## src/rtl/motor_pkg.sv

```systemverilog
// Shared motor-drive types: FSM states, PWMx pair encodings and direction values.
package motor_pkg;

  typedef enum logic [1:0] {
    IDLE = 2'd0,
    FWD  = 2'd1,
    REV  = 2'd2,
    DEAD = 2'd3
  } state_t;

  localparam logic [1:0] PWM_COAST = 2'b00;
  localparam logic [1:0] PWM_FWD   = 2'b01;
  localparam logic [1:0] PWM_REV   = 2'b10;

  localparam logic DIR_FWD = 1'b0;
  localparam logic DIR_REV = 1'b1;

endpackage

```

## src/rtl/pwm_period_counter.sv

```systemverilog
// Free-running 0..PERIOD counter; flags the boundary cycle and pulses period_start after cnt==0.
module pwm_period_counter #(
  parameter int CNT_W  = 8,
  parameter int PERIOD = 255
) (
  input  logic             clk,
  input  logic             reset,
  output logic [CNT_W-1:0] cnt,
  output logic             boundary,
  output logic             period_start
);

  localparam logic [CNT_W-1:0] LAST = CNT_W'(PERIOD);

  assign boundary = (cnt == LAST);

  always_ff @(posedge clk or posedge reset) begin
    if (reset) begin
      cnt          <= '0;
      period_start <= 1'b0;
    end else begin
      cnt          <= boundary ? '0 : cnt + 1'b1;
      period_start <= (cnt == '0);
    end
  end

endmodule

```

## src/rtl/pwm_generator.sv

```systemverilog
// Fixed-period PWM drive pair with boundary-only duty/direction updates and coast windows.
// Optional ramped duty on start-up when SOFT_START_EN is defined.
module pwm_generator
  import motor_pkg::*;
#(
  parameter int CNT_W        = 8,
  parameter int PERIOD       = 255,
  parameter int DEAD_PERIODS = 2,
  parameter int RAMP_STEP    = 4
) (
  input  logic             clk,
  input  logic             reset,
  input  logic             enable,
  input  logic             dir,
  input  logic [CNT_W-1:0] duty,
  output logic [1:0]       PWMx,
  output logic             period_start,
  output logic             busy
);

`ifdef SOFT_START_EN
  localparam bit SOFT = 1'b1;
`else
  localparam bit SOFT = 1'b0;
`endif

  localparam int DW = (DEAD_PERIODS > 1) ? $clog2(DEAD_PERIODS) : 1;
  localparam logic [CNT_W:0] FULL = (CNT_W+1)'(PERIOD + 1);
  // Without soft start a full-scale step makes the ramp path collapse to target.
  localparam logic [CNT_W:0] STEP = SOFT ? (CNT_W+1)'(RAMP_STEP) : FULL;

  state_t          state, state_n;
  logic [DW-1:0]   dead_cnt, dead_n;
  logic [CNT_W:0]  duty_q, duty_n, target, base, duty_x;
  logic [CNT_W-1:0] cnt;
  logic            boundary, on, start;
  state_t          drive_st;

  pwm_period_counter #(.CNT_W(CNT_W), .PERIOD(PERIOD)) u_cnt (
    .clk          (clk),
    .reset        (reset),
    .cnt          (cnt),
    .boundary     (boundary),
    .period_start (period_start)
  );

  assign duty_x   = {1'b0, duty};
  assign target   = (duty_x >= FULL) ? FULL : duty_x;
  assign drive_st = (dir == DIR_REV) ? REV : FWD;

  always_comb begin
    state_n = state;
    dead_n  = dead_cnt;
    case (state)
      IDLE: if (enable) state_n = drive_st;
      FWD, REV: begin
        if (!enable || drive_st != state) begin
          if (DEAD_PERIODS == 0) begin
            state_n = enable ? drive_st : IDLE;
          end else begin
            state_n = DEAD;
            dead_n  = DW'(DEAD_PERIODS - 1);
          end
        end
      end
      DEAD: begin
        if (dead_cnt != '0) dead_n  = dead_cnt - 1'b1;
        else                state_n = enable ? drive_st : IDLE;
      end
      default: state_n = IDLE;
    endcase
  end

  // Ramp toward target from the current level (or from zero on a fresh start); drops apply at once.
  always_comb begin
    start = SOFT && (state == IDLE || state == DEAD) && (state_n == FWD || state_n == REV);
    base  = start ? '0 : duty_q;
    if (!start && target < duty_q)  duty_n = target;
    else if (target - base > STEP)  duty_n = base + STEP;
    else                            duty_n = target;
  end

  assign on   = ({1'b0, cnt} < duty_q);
  assign busy = (state != IDLE);

  always_ff @(posedge clk or posedge reset) begin
    if (reset) begin
      state    <= IDLE;
      dead_cnt <= '0;
      duty_q   <= '0;
      PWMx     <= PWM_COAST;
    end else begin
      if (boundary) begin
        state    <= state_n;
        dead_cnt <= dead_n;
        duty_q   <= duty_n;
      end
      PWMx <= {state == REV && on, state == FWD && on};
    end
  end

endmodule

```

## config.mk

```make
export PLATFORM = sky130hd
export DESIGN_NAME = pwm_generator
export DESIGN_NICKNAME = d
export VERILOG_FILES = /design/src/rtl/motor_pkg.sv /design/src/rtl/pwm_period_counter.sv /design/src/rtl/pwm_generator.sv
export SDC_FILE = /design/constraint.sdc
export NUM_CORES = 1
export LEC_CHECK = 0
export BUFFER_PORTS_ARGS = -buffer_cell sky130_fd_sc_hd__buf_2
export CORE_MARGIN = 1
export CORE_UTILIZATION = 50
export CTS_CLUSTER_DIAMETER = 200
export DETAILED_ROUTE_END_ITERATION = 16
export PLACE_DENSITY = 0.74
export SLEW_MARGIN = 20
export SYNTH_ARGS = -nofsm -noshare
export SYNTH_HDL_FRONTEND = slang
export SYNTH_SLANG_ARGS = --single-unit
export TNS_END_PERCENT = 1
```

## constraint.sdc

```tcl
create_clock -name clk -period 4.6 [get_ports clk]
set_clock_uncertainty 0.15 [all_clocks]
set_input_delay 1.15 -clock clk [delete_from_list [all_inputs] [get_ports clk]]
set_output_delay 1.15 -clock clk [all_outputs]
set_load 0.01 [all_outputs]
```

# Word-level counts from Yosys, hierarchy flattened
# Cells that the tools add are included.
[totals]
ff_bits = 23
in_bits = 12
output_inout_bits = 4
elab_cells = 46
[classes]
n_addsub = 4
n_lt_le_gt_ge = 4
n_eq_ne = 8
muxes = 13
n_reduce_logical = 11
[op_table]
columns = ["operator", "n"]
rows = [
  ["2-to-1 mux 9 bit", 3],
  ["2-to-1 mux 2 bit", 5],
  ["adder 9 bit (second input constant)", 1],
  [">= comparator 8 x 9 -> 1 bit (second input constant)", 1],
  ["> comparator 9 bit (second input constant)", 1],
  ["less-than comparator 8 x 9 -> 1 bit", 1],
  ["less-than comparator 9 bit", 1],
  ["subtractor 9 bit", 1],
  ["adder 8 x 1 -> 8 bit (second input constant)", 1],
  ["equality test 8 bit (second input constant)", 1],
  ["zero test 8 bit", 1],
  ["2-to-1 mux 8 bit", 1],
  ["inequality test 2 bit (second input constant)", 3],
  ["case mux 2 bit (3 select lines)", 1],
  ["equality test 2 bit (second input constant)", 2],
  ["AND reduction 4 bit", 1],
  ["nonzero test 2 bit", 2],
  ["AND reduction 3 bit", 1],
  ["equality test 2 x 1 -> 1 bit (second input constant)", 1],
  ["logical AND 1 bit", 2],
  ["zero test 2 bit", 1],
  ["2-to-1 mux 1 bit", 2],
  ["inequality test 2 bit", 1],
  ["case mux 1 bit (2 select lines)", 1],
  ["other kinds (4)", 4],
]

# Depth between registers and ports, before layout
# Gate-level depths: netlist of the first run.
[logic_depth]
word_depth = 6
mapped_depth = 7
mapped_depth_nobuf = 7

# Hierarchy
# From an unflattened synthesis of the first run, not the netlist that was laid out.
[unflattened]
cells_unflattened = 136
hier_area_um2 = 1458.9
[modules_own_cells]
columns = ["module", "instances", "cells_per_inst", "area_each_um2", "seq_area_each_um2"]
rows = [
  ["pwm_generator", 1, 99, 1049.8, 350.3],
  ["pwm_period_counter", 1, 37, 409.1, 225.2],
]

# Worst setup path before layout of the first run
# No wires, ideal clock.
[synth_path]
path_kind = "in2reg"
from = "in duty[0]"
to = "reg duty_q[0], in the netlist base[0]"
setup_ps = 125
arrival_ps = 2641
required_time_ps = 4325
path_slack_ps = 1684
stages = 7
n_path_buf = 0
cell_sequence = "inv_1 > ha_1 > fa_1 > and4bb_2 > nand4_1 > o31ai_4 > mux2_2"
[synth_between]
elab_chain_len = 6
elab_cells_between_ends = 7
classes_between = "1 x add/sub; 3 x order compare; 3 x mux"
[synth_rtl]
columns = ["item", "line", "rtl"]
rows = [
  ["start, declared", "pwm_generator.sv:15", "input logic [CNT_W-1:0] duty,"],
  [">= comparator 8 x 9 -> 1 bit", "pwm_generator.sv:48", "assign target = (duty_x >= FULL) ? FULL : duty_x;"],
  ["2-to-1 mux 9 bit (*)", "pwm_generator.sv:48", ""],
  ["subtractor 9 bit", "pwm_generator.sv:79", "else if (target - base > STEP) duty_n = base + STEP;"],
  ["> comparator 9 bit", "pwm_generator.sv:79", ""],
  ["2-to-1 mux 9 bit", "pwm_generator.sv:79", ""],
  ["2-to-1 mux 9 bit (*)", "pwm_generator.sv:78", "if (!start && target < duty_q) duty_n = target;"],
  ["end signal, assigned", "pwm_generator.sv:96", "duty_q <= duty_n;"],
  ["end, declared", "pwm_generator.sv:34", "logic [CNT_W:0] duty_q, duty_n, target, base, duty_x;"],
]
# Mark *: on every way between the ends. The rest lies on a longest branch, timed or not.
# A chain may end at the register's enable or synchronous reset.

# Final worst setup path of the first run
# Same ends and word-level chain as after synthesis.

==> results of run 1 <==
==> through the flow <==
step | hold WS [ps] | utilization | instance area (um^2) | instances | power, mW
CTS | 375.8 | 0.5866 | 1632 | 184 | 0.3268
floorplan | 314.7 | - | 1490 | 134 | 0.2243
global placement | 339.0 | 0.5767 | 1604 | 180 | 0.2340
finish | 374.4 | 0.5866 | 1632 | 184 | 0.3230
global route | 401.1 | 0.5866 | 1632 | 184 | 0.3399
detailed placement | 345.8 | 0.5767 | 1604 | 180 | 0.2355
==> layout make-up <==
class / instances / share of cell area
timing repair buffer: 15 / 0.04601
clock buffer: 3 / 0.01380
sequential: 23 / 0.3528
tap: 31 / 0.02377
inverter: 19 / 0.04371
clock inverter: 1 / 0.003067
multi-input combinational: 92 / 0.5169
==> placed cells by master, fill, tap and decap left out, types with 2 or more instances in the layout <==
cell type,count
dfrtp_1,23
ha_1,22
inv_1,19
buf_2,15
mux2_2,8
nand2_1,8
nor2_1,5
a21oi_1,4
nand3_1,4
xor2_1,3
o21ai_0,3
clkbuf_4,3
nand3b_1,2
mux2i_1,2
xnor2_1,2
nand2b_1,2
o41ai_1,2
nor4_1,2
==> state kept, by name, summed over array words and instances (netlist names) <==
register	cells
dead_cnt	1
u_cnt.period_start	1
base	9
PWMx	2
state	2
u_cnt.cnt	8
==> worst max-delay path, stage by stage <==
cell and delay (ps):
buf_2 110, inv_1 60, ha_1 180, fa_1 160
and4bb_2 220, nand4_1 180, o31ai_4 500, mux2_2 390
==> final timing paths <==
path / slack, ps / depth (start not counted) / startpoint / to
worst max-delay path: 1710 / 8 / duty[0] / base[0]
worst min-delay path: 370 / 1 / base[8] / base[8]
worst max register to register: 2300 / 6 / base[0] / base[0]
worst min register to register: 370 / 1 / base[8] / base[8]
max in group asynchronous: 2950 / 2 / reset / base[1]
min in group asynchronous: 830 / 2 / reset / PWMx[0]
==> per-layer routing <==
metal	global-route usage	vias to the layer above	wire, um
met5	0	-	0
li1	-	505	-
met2	0.2723	16	1143
met1	0.2555	497	1230
met4	0.07317	0	42
met3	0.02074	5	56
==> logic make-up (layout without fill, tap and decap cells) <==
logic type | count (synthesis) | in the layout | share of synthesized area
AND/OR/NAND/NOR | 37 | 37 | 0.1612
adder cells (fa/ha/maj) | 23 | 23 | 0.1982
buffers and inverters | 19 | 38 | 0.04786
XOR/XNOR | 5 | 5 | 0.02939
flip-flops | 23 | 23 | 0.3862
AO/OA/AOI/OAI | 16 | 16 | 0.09573
multiplexers | 11 | 11 | 0.08145
==> report_power, final <==
part / internal (mW) / switching, mW
combinational: 0.0110 / 0.0159
sequential: 0.203 / 0.00132
clock: 0.0325 / 0.0593
total: 0.246 / 0.0766
==> impl_metrics.env, run 1 <==
export IMPL_fp_row_count=19
export IMPL_hp_class="register to register"
export IMPL_syn_avg_cell_area_um2=11.12
export IMPL_insertion_delay_ps=310
export IMPL_place_ws_ps=1382
export IMPL_area_growth_pct=9.488
export IMPL_overflow=0
export IMPL_fill_cells=248
export IMPL_vias=1023
export IMPL_ant_nets=0
export IMPL_ys_ff_latch=23
export IMPL_synth_nets=169
export IMPL_synth_top_cells_by_area="dfrtp_1, ha_1, mux2_2, inv_1, nand2_1"
export IMPL_max_freq_mhz=345.8
export IMPL_clockBufferDepth=2
export IMPL_postCtsSetupBuffers=0
export IMPL_multiInputGateArea_um2=843.3
export IMPL_die_area_mm2=0.003202
export IMPL_dr_pass1_iters=3
export IMPL_cts_buffers=3
export IMPL_hpwlAfterDp_um=2021
export IMPL_synth_commonest_cells="dfrtp_1, ha_1, inv_1"
export IMPL_grt_antenna_before_repair=0
export IMPL_cp_data_arrival_time_ps=2940
export IMPL_synth_edf_count=0
export IMPL_async_flop_share=1.000
export IMPL_worst_slew_pin_slew_ps=830.5
export IMPL_finalSetupViolCount=0
export IMPL_grt_max_degree=24
export IMPL_htreeDepth=1
export IMPL_wl_per_cell_um=13.43
export IMPL_syn_instance_count=134
export IMPL_ys_seq_area_frac=0.3862
export IMPL_fin_nets=189
export IMPL_ys_flop_type="dfrtp_1"
export IMPL_leakage_nw=0.7978
export IMPL_crit_type="input port to register"
export IMPL_drtIter0Drc=13
export IMPL_start_util=0.5358
export IMPL_netlist_area_mm2=0.001490
export IMPL_chipWidth_um=56.59
export IMPL_ys_types=39
export IMPL_synth_top_cell_area_share=0.3862
export IMPL_drive_gt1_frac=0.2484
export IMPL_vias_per_cell=5.560
export IMPL_io_pins=16
export IMPL_drc=0
export IMPL_grt_pass1_wl_um=4450
export IMPL_period_minus_slack_ps=2892
export IMPL_path_max_fanout=8
export IMPL_cts_sink_count=23
export IMPL_place_gp_congestion=0.8322
export IMPL_grt_pass1_vias=994
export IMPL_irDropWorstVdd_mv=0.1471
export IMPL_clkTransAtPathRegs_ps=130
export IMPL_grtUsageTotal=0.1781
export IMPL_required_ps=4650
export IMPL_yosysTopAreaCell="dfrtp_1"
export IMPL_die_height_um=56.59
export IMPL_design_core_area_mm2=0.002781
export IMPL_rsz0062_at_grt="false"
export IMPL_outcome="finished clean"
export IMPL_cap_violations=0
export IMPL_placement_io_buffers=15
export IMPL_crit_path_end_kind="register"
export IMPL_fin_tns_setup_ps=0
export IMPL_pwr_density_cell_mw_per_mm2=198.0
export IMPL_n_antenna_cell=0
export IMPL_cts_tree="yes"
export IMPL_yosys_warnings=0
export IMPL_cts_hold_buf=0
export IMPL_post_cts_resized=0
export IMPL_cts_root_buf="clkbuf_4"
export IMPL_slew_headroom=0.4457
export IMPL_period_share=0.6286
export IMPL_setup_ws_ps=1708
export IMPL_wirelength_um=2472
export IMPL_regArea_um2=575.6
export IMPL_start_kind="input port"
export IMPL_yosysMostFrequentCell="dfrtp_1"
export IMPL_final_max_slew_viol_count=0
export IMPL_final_hold_viol_count=0
Note: power is estimated with default switching activity, not from simulation.
==> run 2, diff against run 1 <==
==> constraint.sdc (replaced) <==
create_clock -name clk -period 2.7 [get_ports clk]
set_clock_uncertainty 0.15 [all_clocks]
set_input_delay 0.675 -clock clk [delete_from_list [all_inputs] [get_ports clk]]
set_output_delay 0.675 -clock clk [all_outputs]
set_load 0.01 [all_outputs]
==> impl_metrics.env, run 2 (synthesis results as in run 1) <==
export IMPL_required_ps=2760
export IMPL_cts_sink_count=23
export IMPL_start_util=0.5358
export IMPL_grtUsageTotal=0.1834
export IMPL_final_common_cell="dfrtp_1"
export IMPL_finalSetupViolCount=0
export IMPL_vias_per_cell=5.562
export IMPL_pwr_density_cell_mw_per_mm2=337.7
export IMPL_start_kind="input port"
export IMPL_fp_row_count=19
export IMPL_place_gp_congestion=0.8317
export IMPL_cts_buffers=3
export IMPL_grt_antenna_before_repair=0
export IMPL_outcome="finished clean"
export IMPL_post_cts_resized=0
export IMPL_cap_violations=0
export IMPL_fin_cells=185
export IMPL_hp_class="input port to async pin"
export IMPL_multiInputGateArea_um2=843.3
export IMPL_drive_gt1_frac=0.2468
export IMPL_critical_path_max_stage_delay_ps=350
export IMPL_placement_io_buffers=15
export IMPL_cts_tree="yes"
export IMPL_wl_per_cell_um=13.79
export IMPL_grt_max_degree=24
export IMPL_cts_hold_buf=0
export IMPL_htreeDepth=1
export IMPL_die_area_mm2=0.003202
export IMPL_drc=0
export IMPL_grt_pass1_vias=1009
export IMPL_area_growth_pct=9.908
export IMPL_fin_nets=190
export IMPL_chipWidth_um=56.59
export IMPL_irDropWorstVdd_mv=0.2795
export IMPL_clockBufferDepth=2
export IMPL_fin_tns_setup_ps=0
export IMPL_design_core_area_mm2=0.002781
export IMPL_final_max_slew_viol_count=0
export IMPL_slew_headroom=0.4361
export IMPL_period_share=0.8488
export IMPL_ant_nets=0
export IMPL_n_antenna_cell=0
export IMPL_insertion_delay_ps=310
export IMPL_clkTransAtPathRegs_ps=120
export IMPL_final_cell_mix="dfrtp_1, ha_1, inv_1"
export IMPL_io_pins=16
export IMPL_vias=1029
export IMPL_postCtsSetupBuffers=0
export IMPL_leakage_nw=0.7992
export IMPL_max_freq_mhz=436.3
export IMPL_hpwlAfterDp_um=2039
export IMPL_grt_pass1_wl_um=4609
export IMPL_period_minus_slack_ps=2292
export IMPL_worst_slew_pin_slew_ps=844.9
export IMPL_worstPathCellList="buf_2 -> inv_1 -> ha_1 -> fa_1 -> and4bb_2 -> nand4_1 -> o31ai_4 -> buf_4 -> mux2_2"
export IMPL_final_hold_viol_count=0
export IMPL_regArea_um2=575.6
export IMPL_die_height_um=56.59
export IMPL_fill_cells=243
export IMPL_drtIter0Drc=21
export IMPL_cp_slowest_cell="mux2_2"
export IMPL_rsz0062_at_grt="false"
export IMPL_crit_path_end_kind="register"
export IMPL_cp_data_arrival_time_ps=2350
export IMPL_largest_register_ffs=9
export IMPL_dr_pass1_iters=4
export IMPL_crit_type="input port to register"
export IMPL_path_max_fanout=8
export IMPL_cts_root_buf="clkbuf_4"
export IMPL_wirelength_um=2552
export IMPL_dpl_cell_count=181
export IMPL_overflow=0
run 2: changes by cell type in the layout (fill, tap and decap cells not counted):
cell      before  now
clkinv_2       1    0
clkbuf_1       0    1
buf_4          0    1
run 2: layer usage:
metal,routed length [um],vias up,global-route usage,part of all wire
met5,0,-,0,0
met3,78,4,0.02074,0.031
met1,1283,501,0.2670,0.50
met4,29,0,0.05226,0.011
li1,-,509,-,-
met2,1160,15,0.2874,0.45
run 2: final timing paths:
| kind | slack (ps) | cells past startpoint | from | to |
|---|---|---|---|---|
| min in group clk | 370 | 1 | base[8] | base[8] |
| max reg2reg | 510 | 7 | base[0] | base[7] |
| max in group asynchronous | 1520 | 2 | reset | base[3] |
| max | 410 | 9 | duty[0] | base[7] |
| min | 370 | 2 | reset | PWMx[0] |
| min reg2reg | 370 | 1 | base[8] | base[8] |
run 2: cell type report:
type                    instances  area share
clock buffers                   4     0.01604
inverters                      19     0.04354
multi-input cells              92      0.5149
flip-flops and latches         23      0.3514
well taps                      31     0.02368
repair buffers                 16     0.05042
run 2: critical path, delay by kind of cell:
kind / cells / cell delay [ps]
muxes: 1 / 350
adders and majority gates: 2 / 330
buffers and inverters: 3 / 350
AOI/OAI and AO/OA: 1 / 250
and+or+nand+nor: 2 / 390
run 2: power breakdown:
part           switching [mW]  internal (mW)
combinational          0.0272         0.0189
sequential            0.00219          0.346
clock                   0.101         0.0577
run 2: metrics by stage:
stage / total power [mW] / utilization / setup slack [ps] / hold WS [ps] / instance area, um^2
final: 0.5531 / 0.5888 / 408.2 / 365.3 / 1638
after floorplan: 0.3821 / - / 259.5 / 314.7 / 1490
after global routing: 0.5763 / 0.5888 / 302.5 / 397.8 / 1638
after CTS: 0.5595 / 0.5888 / 406.0 / 368.8 / 1638
after detailed placement: 0.4012 / 0.5794 / 66.88 / 339.8 / 1612
after global placement: 0.3988 / 0.5794 / 136.1 / 338.4 / 1612
